**src/rtl/mem_pkg.sv**
```systemverilog
// Shared types for the load/store unit: access-size encoding, FSM states and the
// beat-count helper used to turn one core request into byte-wide memory accesses.
package mem_pkg;

  typedef enum logic [1:0] {
    SZ_BYTE = 2'b00,
    SZ_HALF = 2'b01,
    SZ_WORD = 2'b10,
    SZ_RSVD = 2'b11
  } size_t;

  typedef enum logic [1:0] {
    IDLE   = 2'd0,
    ACCESS = 2'd1,
    RESP   = 2'd2
  } lsu_state_t;

  // The reserved size never reaches ACCESS, so its count is a don't-care.
  function automatic logic [2:0] beats(size_t size);
    case (size)
      SZ_BYTE: beats = 3'd1;
      SZ_HALF: beats = 3'd2;
      SZ_WORD: beats = 3'd4;
      default: beats = 3'd1;
    endcase
  endfunction

endpackage

```
**src/rtl/load_store_unit_if.sv**
```systemverilog
// Core request/response handshake plus the byte-wide memory port of the load/store unit.
// The master side is whoever plays both the core and the memory; the slave is the unit.
interface load_store_unit_if #(parameter int ADDR_W = 6);

  logic              req_valid;
  logic              req_ready;
  logic              req_write;
  logic [1:0]        req_size;
  logic              req_signed;
  logic [ADDR_W-1:0] req_addr;
  logic [31:0]       req_wdata;
  logic              rsp_valid;
  logic              rsp_ready;
  logic [31:0]       rsp_rdata;
  logic              rsp_err;
  logic [ADDR_W-1:0] mem_addr;
  logic              mem_re;
  logic              mem_we;
  logic [7:0]        mem_wdata;
  logic [7:0]        mem_rdata;

  modport master (
    output req_valid, req_write, req_size, req_signed, req_addr, req_wdata,
    output rsp_ready, mem_rdata,
    input  req_ready, rsp_valid, rsp_rdata, rsp_err,
    input  mem_addr, mem_re, mem_we, mem_wdata
  );

  modport slave (
    input  req_valid, req_write, req_size, req_signed, req_addr, req_wdata,
    input  rsp_ready, mem_rdata,
    output req_ready, rsp_valid, rsp_rdata, rsp_err,
    output mem_addr, mem_re, mem_we, mem_wdata
  );

endinterface

```
**src/rtl/lsu_extend.sv**
```systemverilog
// Turns the big-endian assembly register into the final 32-bit load value,
// keeping the low byte/half and sign- or zero-extending it.
module lsu_extend
  import mem_pkg::*;
(
  input  logic [31:0] asm_i,
  input  size_t       size_i,
  input  logic        signed_i,
  output logic [31:0] rdata_o
);

  always_comb begin
    rdata_o = asm_i;
    case (size_i)
      SZ_BYTE: rdata_o = {{24{signed_i & asm_i[7]}}, asm_i[7:0]};
      SZ_HALF: rdata_o = {{16{signed_i & asm_i[15]}}, asm_i[15:0]};
      default: rdata_o = asm_i;
    endcase
  end

endmodule

```
**src/rtl/load_store_unit.sv**
```systemverilog
// Load/store unit: splits one lw/lh/lhu/lb/lbu/sw/sh/sb request into sequential
// big-endian byte accesses and returns the extended load data through a valid/ready response.
module load_store_unit
  import mem_pkg::*;
#(
  parameter int ADDR_W = 6
) (
  input  logic               clk,
  input  logic               rst_n,
  load_store_unit_if.slave   bus
);

  lsu_state_t        state_q, state_d;
  logic              write_q, write_d;
  size_t             size_q, size_d;
  logic              signed_q, signed_d;
  logic [ADDR_W-1:0] addr_q, addr_d;
  logic [31:0]       wdata_q, wdata_d;
  logic              err_q, err_d;
  logic [1:0]        beat_q, beat_d;
  logic [31:0]       asm_q, asm_d;

  logic [2:0]        nBeats;
  logic              lastBeat;
  logic [1:0]        byteIdx;
  logic              reqErr;
  logic [31:0]       extData;

  assign nBeats   = beats(size_q);
  assign lastBeat = ({1'b0, beat_q} == (nBeats - 3'd1));
  // Stores go out MSB first, so the first beat picks the highest byte of the access.
  assign byteIdx  = 2'(nBeats - 3'd1 - {1'b0, beat_q});

  assign reqErr = (bus.req_size == SZ_RSVD) ||
                  ((bus.req_size == SZ_HALF) && bus.req_addr[0]) ||
                  ((bus.req_size == SZ_WORD) && (bus.req_addr[1:0] != 2'b00));

  lsu_extend u_extend (
    .asm_i   (asm_q),
    .size_i  (size_q),
    .signed_i(signed_q),
    .rdata_o (extData)
  );

  always_comb begin
    state_d  = state_q;
    write_d  = write_q;
    size_d   = size_q;
    signed_d = signed_q;
    addr_d   = addr_q;
    wdata_d  = wdata_q;
    err_d    = err_q;
    beat_d   = beat_q;
    asm_d    = asm_q;
    case (state_q)
      IDLE: begin
        if (bus.req_valid) begin
          write_d  = bus.req_write;
          size_d   = size_t'(bus.req_size);
          signed_d = bus.req_signed;
          addr_d   = bus.req_addr;
          wdata_d  = bus.req_wdata;
          beat_d   = 2'd0;
          asm_d    = 32'd0;
          err_d    = reqErr;
          state_d  = reqErr ? RESP : ACCESS;
        end
      end
      ACCESS: begin
        if (!write_q) asm_d = {asm_q[23:0], bus.mem_rdata};
        beat_d = beat_q + 2'd1;
        if (lastBeat) state_d = RESP;
      end
      RESP: begin
        if (bus.rsp_ready) state_d = IDLE;
      end
      default: state_d = IDLE;
    endcase
  end

  always_ff @(posedge clk or negedge rst_n) begin
    if (!rst_n) begin
      state_q  <= IDLE;
      write_q  <= 1'b0;
      size_q   <= SZ_BYTE;
      signed_q <= 1'b0;
      addr_q   <= '0;
      wdata_q  <= 32'd0;
      err_q    <= 1'b0;
      beat_q   <= 2'd0;
      asm_q    <= 32'd0;
    end else begin
      state_q  <= state_d;
      write_q  <= write_d;
      size_q   <= size_d;
      signed_q <= signed_d;
      addr_q   <= addr_d;
      wdata_q  <= wdata_d;
      err_q    <= err_d;
      beat_q   <= beat_d;
      asm_q    <= asm_d;
    end
  end

  // Strobes are pure state decodes so an asynchronous reset kills them instantly.
  always_comb begin
    bus.req_ready = (state_q == IDLE);
    bus.rsp_valid = (state_q == RESP);
    bus.rsp_err   = (state_q == RESP) && err_q;
    bus.rsp_rdata = ((state_q == RESP) && !err_q && !write_q) ? extData : 32'd0;
    bus.mem_re    = (state_q == ACCESS) && !write_q;
    bus.mem_we    = (state_q == ACCESS) && write_q;
    bus.mem_addr  = (state_q == ACCESS) ? (addr_q + ADDR_W'(beat_q)) : '0;
    bus.mem_wdata = bus.mem_we ? 8'(wdata_q >> {byteIdx, 3'b000}) : 8'd0;
  end

endmodule
```
**src/flat_wrapper.sv**
```systemverilog
// flat-port wrapper written by rule: the top's interface ports become plain ports
module load_store_unit_flat import mem_pkg::*;
#(
  parameter int ADDR_W = 6
)
  (clk, rst_n, bus_req_valid, bus_req_write, bus_req_size, bus_req_signed, bus_req_addr, bus_req_wdata, bus_rsp_ready, bus_mem_rdata, bus_req_ready, bus_rsp_valid, bus_rsp_rdata, bus_rsp_err, bus_mem_addr, bus_mem_re, bus_mem_we, bus_mem_wdata);
  load_store_unit_if #(.ADDR_W(ADDR_W)) bus_i ();
  input  logic clk;
  input  logic rst_n;
  input wire logic [$bits(bus_i.req_valid)-1:0] bus_req_valid;
  input wire logic [$bits(bus_i.req_write)-1:0] bus_req_write;
  input wire logic [$bits(bus_i.req_size)-1:0] bus_req_size;
  input wire logic [$bits(bus_i.req_signed)-1:0] bus_req_signed;
  input wire logic [$bits(bus_i.req_addr)-1:0] bus_req_addr;
  input wire logic [$bits(bus_i.req_wdata)-1:0] bus_req_wdata;
  input wire logic [$bits(bus_i.rsp_ready)-1:0] bus_rsp_ready;
  input wire logic [$bits(bus_i.mem_rdata)-1:0] bus_mem_rdata;
  output wire logic [$bits(bus_i.req_ready)-1:0] bus_req_ready;
  output wire logic [$bits(bus_i.rsp_valid)-1:0] bus_rsp_valid;
  output wire logic [$bits(bus_i.rsp_rdata)-1:0] bus_rsp_rdata;
  output wire logic [$bits(bus_i.rsp_err)-1:0] bus_rsp_err;
  output wire logic [$bits(bus_i.mem_addr)-1:0] bus_mem_addr;
  output wire logic [$bits(bus_i.mem_re)-1:0] bus_mem_re;
  output wire logic [$bits(bus_i.mem_we)-1:0] bus_mem_we;
  output wire logic [$bits(bus_i.mem_wdata)-1:0] bus_mem_wdata;
  assign bus_i.req_valid = bus_req_valid;
  assign bus_i.req_write = bus_req_write;
  assign bus_i.req_size = bus_req_size;
  assign bus_i.req_signed = bus_req_signed;
  assign bus_i.req_addr = bus_req_addr;
  assign bus_i.req_wdata = bus_req_wdata;
  assign bus_i.rsp_ready = bus_rsp_ready;
  assign bus_i.mem_rdata = bus_mem_rdata;
  assign bus_req_ready = bus_i.req_ready;
  assign bus_rsp_valid = bus_i.rsp_valid;
  assign bus_rsp_rdata = bus_i.rsp_rdata;
  assign bus_rsp_err = bus_i.rsp_err;
  assign bus_mem_addr = bus_i.mem_addr;
  assign bus_mem_re = bus_i.mem_re;
  assign bus_mem_we = bus_i.mem_we;
  assign bus_mem_wdata = bus_i.mem_wdata;
  load_store_unit #(.ADDR_W(ADDR_W)) u_core (.clk(clk), .rst_n(rst_n), .bus(bus_i));
endmodule
```
**config.mk**
```make
export PLATFORM = sky130hd
export DESIGN_NAME = load_store_unit_flat
export DESIGN_NICKNAME = d
export VERILOG_FILES = /design/src/rtl/mem_pkg.sv /design/src/rtl/load_store_unit_if.sv /design/src/rtl/lsu_extend.sv /design/src/rtl/load_store_unit.sv /design/src/flat_wrapper.sv
export SDC_FILE = /design/constraint.sdc
export NUM_CORES = 1
export LEC_CHECK = 0
export CORE_MARGIN = 3
export CORE_UTILIZATION = 47
export CTS_BUF_LIST = sky130_fd_sc_hd__clkbuf_8
export DETAILED_ROUTE_END_ITERATION = 6
export GPL_TIMING_DRIVEN = 0
export PLACE_DENSITY_LB_ADDON = 0.12
export SLEW_MARGIN = 25
export SYNTH_ARGS = -nofsm -noshare
export SYNTH_HDL_FRONTEND = slang
export SYNTH_HIERARCHICAL = 1
export SYNTH_SLANG_ARGS = --single-unit
```
**constraint.sdc**
```tcl
create_clock -name clk -period 4.3 [get_ports clk]
set_clock_uncertainty 0.2 [all_clocks]
set_input_delay 0.645 -clock clk [delete_from_list [all_inputs] [get_ports clk]]
set_output_delay 0.645 -clock clk [all_outputs]
set_load 0.01 [all_outputs]
```
==> results_dict.tcl <==
set metrics [dict create \
    min_period_over_period 0.885 \
    rsz0062_at_grt "false" \
    required_ps 3450 \
    synth_common_cells "dfrtp_1, mux2_2, and2_1, a22o_1, nand2_1" \
    synth_area_leaders "dfrtp_1, mux2_2, a22o_1" \
    path_max_fanout 8 \
    worst_pin_slew_ps 730 \
    syn_area_um2 4030 \
    synthAdderAreaFrac 0.0267 \
    finalCriticalPeriod_ps 3810 \
    synth_warnings 6 \
    dieHeight_um 98.6 \
    cts_hold_buffers 0 \
    io_pins 105 \
    grt_pass1_wl_mm 15.1 \
    ys_seq_elements 79 \
    coreArea_um2 8260 \
    final.setup.tns_ps 0 \
    grt_pass1_vias 3005 \
    syn_nets 406 \
    syn_avg_cell_area_um2 11.7 \
    grt_max_degree 45 \
    irDropWorstVdd_uv 328 \
    multiInputGateArea_um2 1860 \
    fin_nets 522 \
    num_rows 33 \
    dr.first_iter.drc_count 175 \
    reg2reg_slack_ps 2020 \
    num_vias 3050 \
    cp.arrival_ps 2960 \
    drc 0 \
    grt_remaining_overflow 0 \
    synth_compound_area_frac 0.134 \
    finalNonFillerCells 570 \
    track_usage 0.196 \
    portBuffers 104 \
    root_buffer "clkbuf_8" \
    dieArea_um2 9720 \
    synth_cells 344 \
    reg2regPathDepth 5 \
    synthArstFlopShare 1.00 \
    yosysTopAreaCell "dfrtp_1" \
    avgViaCountPerCell 5.35 \
    setup_viol 0 \
    critPathLaunchType "flip-flop" \
    r2r_end "u_core/asm_q[12]" \
    drv_slew 0 \
    ys.flop_type "dfrtp_1" \
    maxCapViolCount 0 \
    synth_top_family_by_area "multiplexers" \
    antenna_found_initial 0 \
    register_area_um2 1980 \
    clockBufferDepth 2 \
    cts_setup_buffers 0 \
    wl_mm 9.06 \
    relSlewSlack 0.512 \
    power.density_nw_per_um2 624 \
    fin_util 0.657 \
    path_clk_slew_ps 80 \
    hold_path_class "input port to async pin" \
    drive_gt1_frac 0.194 \
    drtPass1Iterations 4 \
    syn_to_final_growth_pct 34.6 \
    cp-end-kind "output port" \
    start_util 0.488 \
    wl_per_cell_um 15.9 \
    yosysMostFrequentCell "dfrtp_1" \
    synth_mux_area_frac 0.159 \
    status "complete, no violations" \
    reg2reg_from "u_core/state_q[0]" \
    p_leak_nw 2.31 \
    synth_top_area_share 0.490 \
    ant_nets 0 \
    cts_tree "yes" \
    cts.repair.resized 0 \
    ctsHtreeMaxLevel 3 \
    clock_latency_ps 350 \
    finalHoldViolations 0 \
    synth.distinct_cells 40 \
    clock_sinks 79 \
    yosysSeqAreaShare 0.490 \
    die_width_um 98.6 \
    cts-buffers-inserted 9 \
    gp_congestion 0.781 \
    fillCellCount 683 \
    antenna_cells 0 \
    fmax_mhz 263 \
    worstSetupPathType "flip-flop to output port" \
    dp.final_hpwl_mm 6.58 \
    synth-edff-count 0 \
    place_inst 554 \
    synth_xor_area_frac 0.0124 \
    yosys.area_share.simple 0.129 \
]
-- worst max-delay path, stage by stage (launching register included) --
cell and delay [ps]:
dfrtp_1 390, inv_1 90, ha_1 320, ha_1 190
xnor3_2 430, mux4_2 540, nor2b_1 150, clkdlybuf4s50_1 500
-- sequential cells by signal, summed over array words and instances, names as in the netlist, 2 cells and up --
register	flops
u_core/asm_q	32
u_core/beat_q	2
u_core/addr_q	6
u_core/state_q	2
u_core/size_q	2
u_core/wdata_q	32
-- report_power, final --
part	switching, mW	internal, mW
Sequential	0.200	1.02
Combinational	0.697	0.912
Clock	0.275	0.281
-- how the worst max path moves through the flow --
stage                startpoint          endpoint  cells past startpoint
2_1_floorplan  u_core/size_q[0]  bus_mem_wdata[0]                      6
3_3_place_gp              rst_n   u_core/asm_q[4]                      1
3_5_place_dp   u_core/size_q[0]  bus_mem_wdata[5]                      7
4_1_cts        u_core/size_q[0]  bus_mem_wdata[4]                      7
5_1_grt        u_core/size_q[0]  bus_mem_wdata[4]                      7
6_report       u_core/size_q[0]  bus_mem_wdata[4]                      7
-- metal layers --
metal / part of all wire / track usage / up-vias / routed length (µm)
met5: 0 / 0 / - / 0
met4: 0.016 / 0.0746 / 0 / 149
met3: 0.071 / 0.0396 / 13 / 641
li1: - / - / 1439 / -
met1: 0.45 / 0.285 / 1488 / 4110
met2: 0.46 / 0.293 / 110 / 4160
-- cells by family (layout without fill, tap and decap cells) --
| kind of cell | count (synthesis) | after routing |
|---|---|---|
| fa+ha+maj | 8 | 8 |
| flops | 79 | 79 |
| simple gates | 93 | 93 |
| xor+xnor | 4 | 4 |
| mux | 48 | 48 |
| compound gates | 76 | 76 |
| buf+inv | 36 | 157 |
-- layout make-up --
type	count	share of cell area
Inverter	4	0.00277
Tap cell	105	0.0242
Sequential cell	79	0.364
Clock buffer	10	0.0254
Multi-Input combinational cell	229	0.342
Buffer	32	0.0334
Clock inverter	6	0.0113
Timing Repair Buffer	105	0.196
-- through the flow --
stage	total power [mW]	instance area [µm²]	setup WS [ps]	hold slack, ps
after floorplan	2.39	4030	1480	149
after global placement	2.81	5200	-429	285
after detailed placement	2.86	5230	830	289
after CTS	3.42	5430	434	49.1
after global routing	3.63	5430	323	67.8
final	3.38	5430	493	41.7
-- layout by cell type, fill, tap and decap left out, types with 2 or more instances in the layout --
master / n
o21ai_1: 6
dfrtp_1: 79
a22o_1: 32
mux4_2: 8
nor3b_1: 2
nand2b_1: 2
clkbuf_1: 14
ha_1: 7
clkbuf_8: 10
clkdlybuf4s50_1: 103
nor2b_1: 11
o21ai_0: 23
o21ai_2: 4
clkinvlp_4: 3
buf_6: 3
buf_2: 7
and2_1: 35
mux2_2: 39
xnor2_1: 2
nand2_1: 29
nand3b_1: 2
nor2_1: 5
inv_1: 5
a21oi_1: 4
buf_4: 9
Note: power is estimated with default switching activity, not from simulation.
